==> src/rtl/idli_pkg.sv <==
// Shared types and constants for the idli nibble-serial core.
// Holds the SQI controller state encoding and frame sizes.
package idli_pkg;

    typedef logic [3:0]  slice_t;
    typedef logic [15:0] data_t;

    typedef enum logic [2:0] {
        IDLE,
        CMD,
        ADDR,
        DUMMY,
        DATA,
        END
    } sqi_state_t;

    localparam int unsigned SQI_CMD_NIBBLES  = 2;
    localparam int unsigned SQI_ADDR_NIBBLES = 6;
    localparam int unsigned SQI_DATA_NIBBLES = 4;

    // Opcode followed by the 24b byte address of a 16b word.
    function automatic logic [31:0] sqi_header(input logic [7:0] cmd, input data_t addr);
        return {cmd, 7'b0, addr, 1'b0};
    endfunction

endpackage

==> src/rtl/idli_sqi_shift_m.sv <==
// 32b load-and-shift register: emits the opcode and address MSB nibble first.
module idli_sqi_shift_m
    import idli_pkg::*;
(
    input  logic        i_gck,
    input  logic        i_rst,
    input  logic        i_load,
    input  logic [31:0] i_data,
    input  logic        i_shift,
    output slice_t      o_nibble
);

    logic [31:0] sr_q;

    // NOTE: sequential state uses non-blocking assignments so every flop samples pre-edge values.
    always_ff @(posedge i_gck or posedge i_rst) begin
        if (i_rst) begin
            sr_q <= '0;
        end else if (i_load) begin
            sr_q <= i_data;
        end else if (i_shift) begin
            sr_q <= {sr_q[27:0], 4'h0};
        end
    end

    // Zeros shift in, so the output idles at 0 once the header is out.
    assign o_nibble = sr_q[31:28];

endmodule

==> src/rtl/idli_sqi_m.sv <==
// SQI memory controller: 16b word load/store as command, address, dummy, 4 data nibbles.
// Optional build macro IDLI_SQI_BURST_EN: chain a sequential request from END back to DATA.
module idli_sqi_m
    import idli_pkg::*;
#(
    parameter logic [7:0]  CMD_READ     = 8'h03,
    parameter logic [7:0]  CMD_WRITE    = 8'h02,
    parameter int unsigned DUMMY_CYCLES = 2
) (
    input  logic   i_sqi_gck,
    input  logic   i_sqi_rst,
    input  logic   i_sqi_req,
    input  logic   i_sqi_wr,
    input  data_t  i_sqi_addr,
    output logic   o_sqi_ack,
    input  slice_t i_sqi_wr_data,
    output logic   o_sqi_wr_rdy,
    output slice_t o_sqi_rd_data,
    output logic   o_sqi_rd_vld,
    output logic   o_sqi_done,
    output logic   o_sqi_cs_n,
    output logic   o_sqi_sck_en,
    output slice_t o_sqi_sio,
    output logic   o_sqi_sio_oe,
    input  slice_t i_sqi_sio
);

    localparam logic [2:0] CMD_LAST   = 3'(SQI_CMD_NIBBLES - 1);
    localparam logic [2:0] ADDR_LAST  = 3'(SQI_ADDR_NIBBLES - 1);
    localparam logic [2:0] DUMMY_LAST = 3'(DUMMY_CYCLES - 1);
    localparam logic [2:0] DATA_LAST  = 3'(SQI_DATA_NIBBLES - 1);

    sqi_state_t state_q;
    logic [2:0] cnt_q;
    logic       wr_q;
    data_t      addr_q;
    logic       cs_n_q, sck_en_q, sio_oe_q, wr_rdy_q, rd_vld_q, done_q;
    slice_t     rd_data_q;
    slice_t     hdr_nibble;
    logic       accept;
    logic       burst_hit;

    assign accept = (state_q == IDLE) && i_sqi_req;

`ifdef IDLI_SQI_BURST_EN
    // A wrap from 16'hFFFF to 0 is not contiguous in the memory, so it never chains.
    assign burst_hit = (state_q == END) && i_sqi_req && (i_sqi_wr == wr_q)
                    && (i_sqi_addr == addr_q + 16'd1) && (addr_q != 16'hFFFF);
`else
    assign burst_hit = 1'b0;
`endif

    idli_sqi_shift_m u_shift (
        .i_gck    (i_sqi_gck),
        .i_rst    (i_sqi_rst),
        .i_load   (accept),
        .i_data   (sqi_header(i_sqi_wr ? CMD_WRITE : CMD_READ, i_sqi_addr)),
        .i_shift  ((state_q == CMD) || (state_q == ADDR)),
        .o_nibble (hdr_nibble)
    );

    always_ff @(posedge i_sqi_gck or posedge i_sqi_rst) begin
        if (i_sqi_rst) begin
            state_q   <= IDLE;
            cnt_q     <= '0;
            wr_q      <= 1'b0;
            addr_q    <= '0;
            cs_n_q    <= 1'b1;
            sck_en_q  <= 1'b0;
            sio_oe_q  <= 1'b0;
            wr_rdy_q  <= 1'b0;
            rd_vld_q  <= 1'b0;
            rd_data_q <= '0;
            done_q    <= 1'b0;
        end else begin
            done_q   <= 1'b0;
            rd_vld_q <= 1'b0;
            case (state_q)
                IDLE: if (i_sqi_req) begin
                    wr_q     <= i_sqi_wr;
                    addr_q   <= i_sqi_addr;
                    state_q  <= CMD;
                    cnt_q    <= '0;
                    cs_n_q   <= 1'b0;
                    sck_en_q <= 1'b1;
                    sio_oe_q <= 1'b1;
                end
                CMD: if (cnt_q == CMD_LAST) begin
                    state_q <= ADDR;
                    cnt_q   <= '0;
                end else begin
                    cnt_q <= cnt_q + 3'd1;
                end
                ADDR: if (cnt_q == ADDR_LAST) begin
                    cnt_q <= '0;
                    if (wr_q) begin
                        state_q  <= DATA;
                        wr_rdy_q <= 1'b1;
                    end else begin
                        // Loads turn the bus around here, before the memory drives.
                        state_q  <= DUMMY;
                        sio_oe_q <= 1'b0;
                    end
                end else begin
                    cnt_q <= cnt_q + 3'd1;
                end
                DUMMY: if (cnt_q == DUMMY_LAST) begin
                    state_q <= DATA;
                    cnt_q   <= '0;
                end else begin
                    cnt_q <= cnt_q + 3'd1;
                end
                DATA: begin
                    if (!wr_q) begin
                        rd_data_q <= i_sqi_sio;
                        rd_vld_q  <= 1'b1;
                    end
                    if (cnt_q == DATA_LAST) begin
                        state_q  <= END;
                        cnt_q    <= '0;
                        cs_n_q   <= 1'b1;
                        sck_en_q <= 1'b0;
                        sio_oe_q <= 1'b0;
                        wr_rdy_q <= 1'b0;
                        done_q   <= 1'b1;
                    end else begin
                        cnt_q <= cnt_q + 3'd1;
                    end
                end
                END: if (burst_hit) begin
                    addr_q   <= i_sqi_addr;
                    state_q  <= DATA;
                    cs_n_q   <= 1'b0;
                    sck_en_q <= 1'b1;
                    sio_oe_q <= wr_q;
                    wr_rdy_q <= wr_q;
                end else begin
                    state_q <= IDLE;
                end
                default: state_q <= IDLE;
            endcase
        end
    end

    assign o_sqi_ack     = accept || burst_hit;
    assign o_sqi_wr_rdy  = wr_rdy_q;
    assign o_sqi_rd_data = rd_data_q;
    assign o_sqi_rd_vld  = rd_vld_q;
    assign o_sqi_done    = done_q && !burst_hit;
    assign o_sqi_cs_n    = cs_n_q && !burst_hit;
    assign o_sqi_sck_en  = sck_en_q;
    assign o_sqi_sio_oe  = sio_oe_q;
    // Store slices pass straight from the register file read port to the pads.
    assign o_sqi_sio     = wr_rdy_q ? i_sqi_wr_data : hdr_nibble;

endmodule
==> config.mk <==
export PLATFORM = sky130hd
export DESIGN_NAME = idli_sqi_m
export DESIGN_NICKNAME = d
export VERILOG_FILES = /design/src/rtl/idli_pkg.sv /design/src/rtl/idli_sqi_shift_m.sv /design/src/rtl/idli_sqi_m.sv
export SDC_FILE = /design/constraint.sdc
export NUM_CORES = 1
export LEC_CHECK = 0
export ABC_AREA = 1
export ABC_CLOCK_PERIOD_IN_PS = 1700
export BUFFER_PORTS_ARGS = -buffer_cell sky130_fd_sc_hd__buf_2
export CAP_MARGIN = 20
export CORE_ASPECT_RATIO = 0.7
export CORE_MARGIN = 10
export CORE_UTILIZATION = 55
export CTS_BUF_LIST = sky130_fd_sc_hd__clkbuf_16
export DETAILED_ROUTE_END_ITERATION = 10
export PLACE_DENSITY = 0.81
export SETUP_SLACK_MARGIN = 0.02
export SLEW_MARGIN = 10
export SYNTH_ARGS = -nofsm -noshare
export SYNTH_HDL_FRONTEND = slang
export SYNTH_SLANG_ARGS = --single-unit
==> constraint.sdc <==
create_clock -name i_sqi_gck -period 1.7 [get_ports i_sqi_gck]
set_input_delay 0.17 -clock i_sqi_gck [delete_from_list [all_inputs] [get_ports i_sqi_gck]]
set_output_delay 0.17 -clock i_sqi_gck [all_outputs]
set_load 0.02 [all_outputs]
==> results_dict.tcl <==
set metrics [dict create \
    outcome "finished clean" \
    die_x_um 96.9 \
    tightest_slew_ns 0.260 \
    grt_pass1_vias 1827 \
    worst_setup_path_start_kind "register" \
    slew_headroom 0.825 \
    clkTransAtPathRegs_ns 0.06 \
    wl_um 4710 \
    ys_seq_area_frac 0.528 \
    synth_ff_type "dfrtp_1" \
    yosysWarnings 0 \
    cts_root_buffer "clkbuf_16" \
    reg2reg_from "state_q[1]" \
    crit_type "reg2out" \
    endpoint_kind "output port" \
    cpPeakStageDelay_ns 0.46 \
    track_usage 0.142 \
    cellLeakagePower_uw 0.00149 \
    cts_tree "built" \
    fin_cells 377 \
    drtPass1Iterations 4 \
    drc 0 \
    yosysMostFrequentCell "nand2_1" \
    power_per_cell_area_nw_per_um2 1880 \
    setup_tns_ns 0 \
    grt_first_pass_wirelength_um 8380 \
    setup-violations-final 0 \
    crit_fanout 14 \
    seqCellArea_um2 1200 \
    clock_latency_ns 0.28 \
    antenna_found_initial 0 \
    post-synth-top-area-cell "dfrtp_1" \
    grt_setup_unrepaired "no" \
    yosysTopAreaCellShare 0.517 \
    row_count 19 \
    layout_min_cycle_time_ns 1.56 \
    wl_per_cell_um 12.5 \
    fmax_mhz 642 \
    cp_slowest_cell "dfrtp_1" \
    grt_max_degree 49 \
    async_reset_ff_frac 1.00 \
    die_y_um 73.8 \
    min_to "o_sqi_rd_data[2]" \
    hold_depth 3 \
    grt_overflow 0 \
    synth_commonest_cells "nand2_1, dfrtp_1, inv_1" \
    start_util 0.577 \
    synth.area.top_cells "dfrtp_1, nand2_1, inv_1" \
    critPathArrivalTime_ns 1.39 \
    gp_congestion 0.961 \
    antenna_cells 0 \
    post-place-ws_ns 0.260 \
    final_antenna_net_count 0 \
    ys_types 24 \
    drv_slew 0 \
    finalHoldViolCount 0 \
    setup_slack_ns 0.142 \
    crit_chain "nor2_4 -> nand3_4 -> inv_8 -> buf_2" \
    finClkSkew_ns 0.00259 \
    synth-edff-count 0 \
    r2r_slack_ns 0.17 \
    drt_iter0_drc 165 \
    postSynthCellCount 276 \
    ir_worst_vdd_v 0.000992 \
    drive_gt1_frac 0.212 \
    area_growth_pct 18.0 \
    clk_path_buf_depth 2 \
    r2r_end "u_shift.sr_q[11]" \
    avgSynthCellArea_um2 8.25 \
    synthesis.nets 308 \
    critPathBufInv 2 \
    numCtsBuffers 5 \
    drv_cap 0 \
    routed_via_density 4.97 \
    post-route-period-util 0.916 \
    nNetsFinal 356 \
    hpwl_um 3350 \
    ctsHtreeMaxLevel 2 \
    netlist_area_um2 2280 \
    hp-start "i_sqi_sio[2]" \
    pin_count 43 \
    fill_cells 325 \
    min_path_type "in2reg" \
    ff2ff_path_depth 7 \
    port-buffer-count 42 \
    worstPathRequired_ns 1.53 \
    die_area_um2 7150 \
    vias 1875 \
    dp.cells 365 \
    synth-seq-cells 48 \
    multi_input_area_um2 887 \
    cp_top_family "flip-flops" \
    coreArea_um2 3950 \
    clock_sinks 48 \
    finalPower_uw 5060 \
]
-- through the flow --
step / area (um2) / util / hold WS [ns]
floorplan: 2280 / - / 0.280
global placement: 2520 / 0.638 / 0.224
detailed placement: 2520 / 0.638 / 0.229
CTS: 2690 / 0.681 / 0.0738
global route: 2690 / 0.681 / 0.0787
finish: 2690 / 0.681 / 0.0749
-- cell families after synthesis --
family | share of synthesized area
compound gates | 0.0748
flops | 0.528
fa+ha+maj | 0.0220
buf+inv | 0.0819
simple gates | 0.293
-- worst register-to-register path, cell delays in order, from the launching register on --
cell     delay [ns]
dfrtp_1        0.46
nor2_4         0.20
nand3_4        0.14
buf_4          0.18
buf_4          0.17
nand2_8        0.16
nand2_1        0.08
o21ai_1        0.07
-- sequential cells by signal, indices dropped and copies added (netlist names) --
register / flops
cnt_q: 3
o_sqi_cs_n: 1
o_sqi_done: 1
o_sqi_rd_data: 4
o_sqi_rd_vld: 1
o_sqi_sck_en: 1
o_sqi_sio_oe: 1
o_sqi_wr_rdy: 1
state_q: 3
u_shift.sr_q: 31
wr_q: 1
-- final cells by class --
cell class / count / share of cell area
repair buffers: 47 / 0.0978
inverters: 31 / 0.0470
clock buffers: 5 / 0.0466
multi-input cells: 190 / 0.330
flip-flops and latches: 48 / 0.448
well taps: 52 / 0.0242
clock inverters: 3 / 0.00419
repair inverters: 1 / 0.00233
-- timing repair --
item                                   in CTS  in global routing
setup buffers                               2                  0
resized for setup                           1                  0
hold buffers                                1                  0
setup endpoints to repair                   1                  0
endpoints found under the hold margin      47                  0
-- power breakdown --
group	switching (uW)	leakage, uW	internal (uW)	total, uW
combinational	1490	0.000798	725	2220
sequential	302	0.000617	1630	1930
clock	384	0.0000738	529	913
-- layer usage --
layer,share of wire,track usage
met1,0.49,0.185
met2,0.39,0.205
met3,0.11,0.0590
met4,0.013,0.0587
met5,0,0
-- placed cells by master (no fill, tap or decap), types with 2 or more instances in the layout --
cell type  Yosys  routed
buf_2          2      42
inv_4          1       2
o21ai_0       15      15
inv_2          3       4
o21ai_1       17      17
nand2_1      121     121
nor2_1         5       5
nand4_1        2       2
nand3_1       14      14
nor2_2         4       4
inv_1         26      27
ha_1           4       4
dfrtp_1       47      47
a21oi_1        2       2
clkbuf_16      0       5
buf_4          1       3
-- worst max path at each step --
stage / start / endpoint / slack, ns / depth (start not counted)
6_report: state_q[1] / o_sqi_ack / 0.14 / 4
5_1_grt: state_q[1] / o_sqi_ack / 0.08 / 4
4_1_cts: state_q[1] / o_sqi_ack / 0.15 / 4
3_5_place_dp: state_q[1] / u_shift.sr_q[11] / 0.26 / 6
3_3_place_gp: cnt_q[1] / state_q[2] / 0.31 / 8
2_1_floorplan: state_q[1] / u_shift.sr_q[13] / 0.34 / 7
Note: power is estimated with default switching activity, not from simulation.
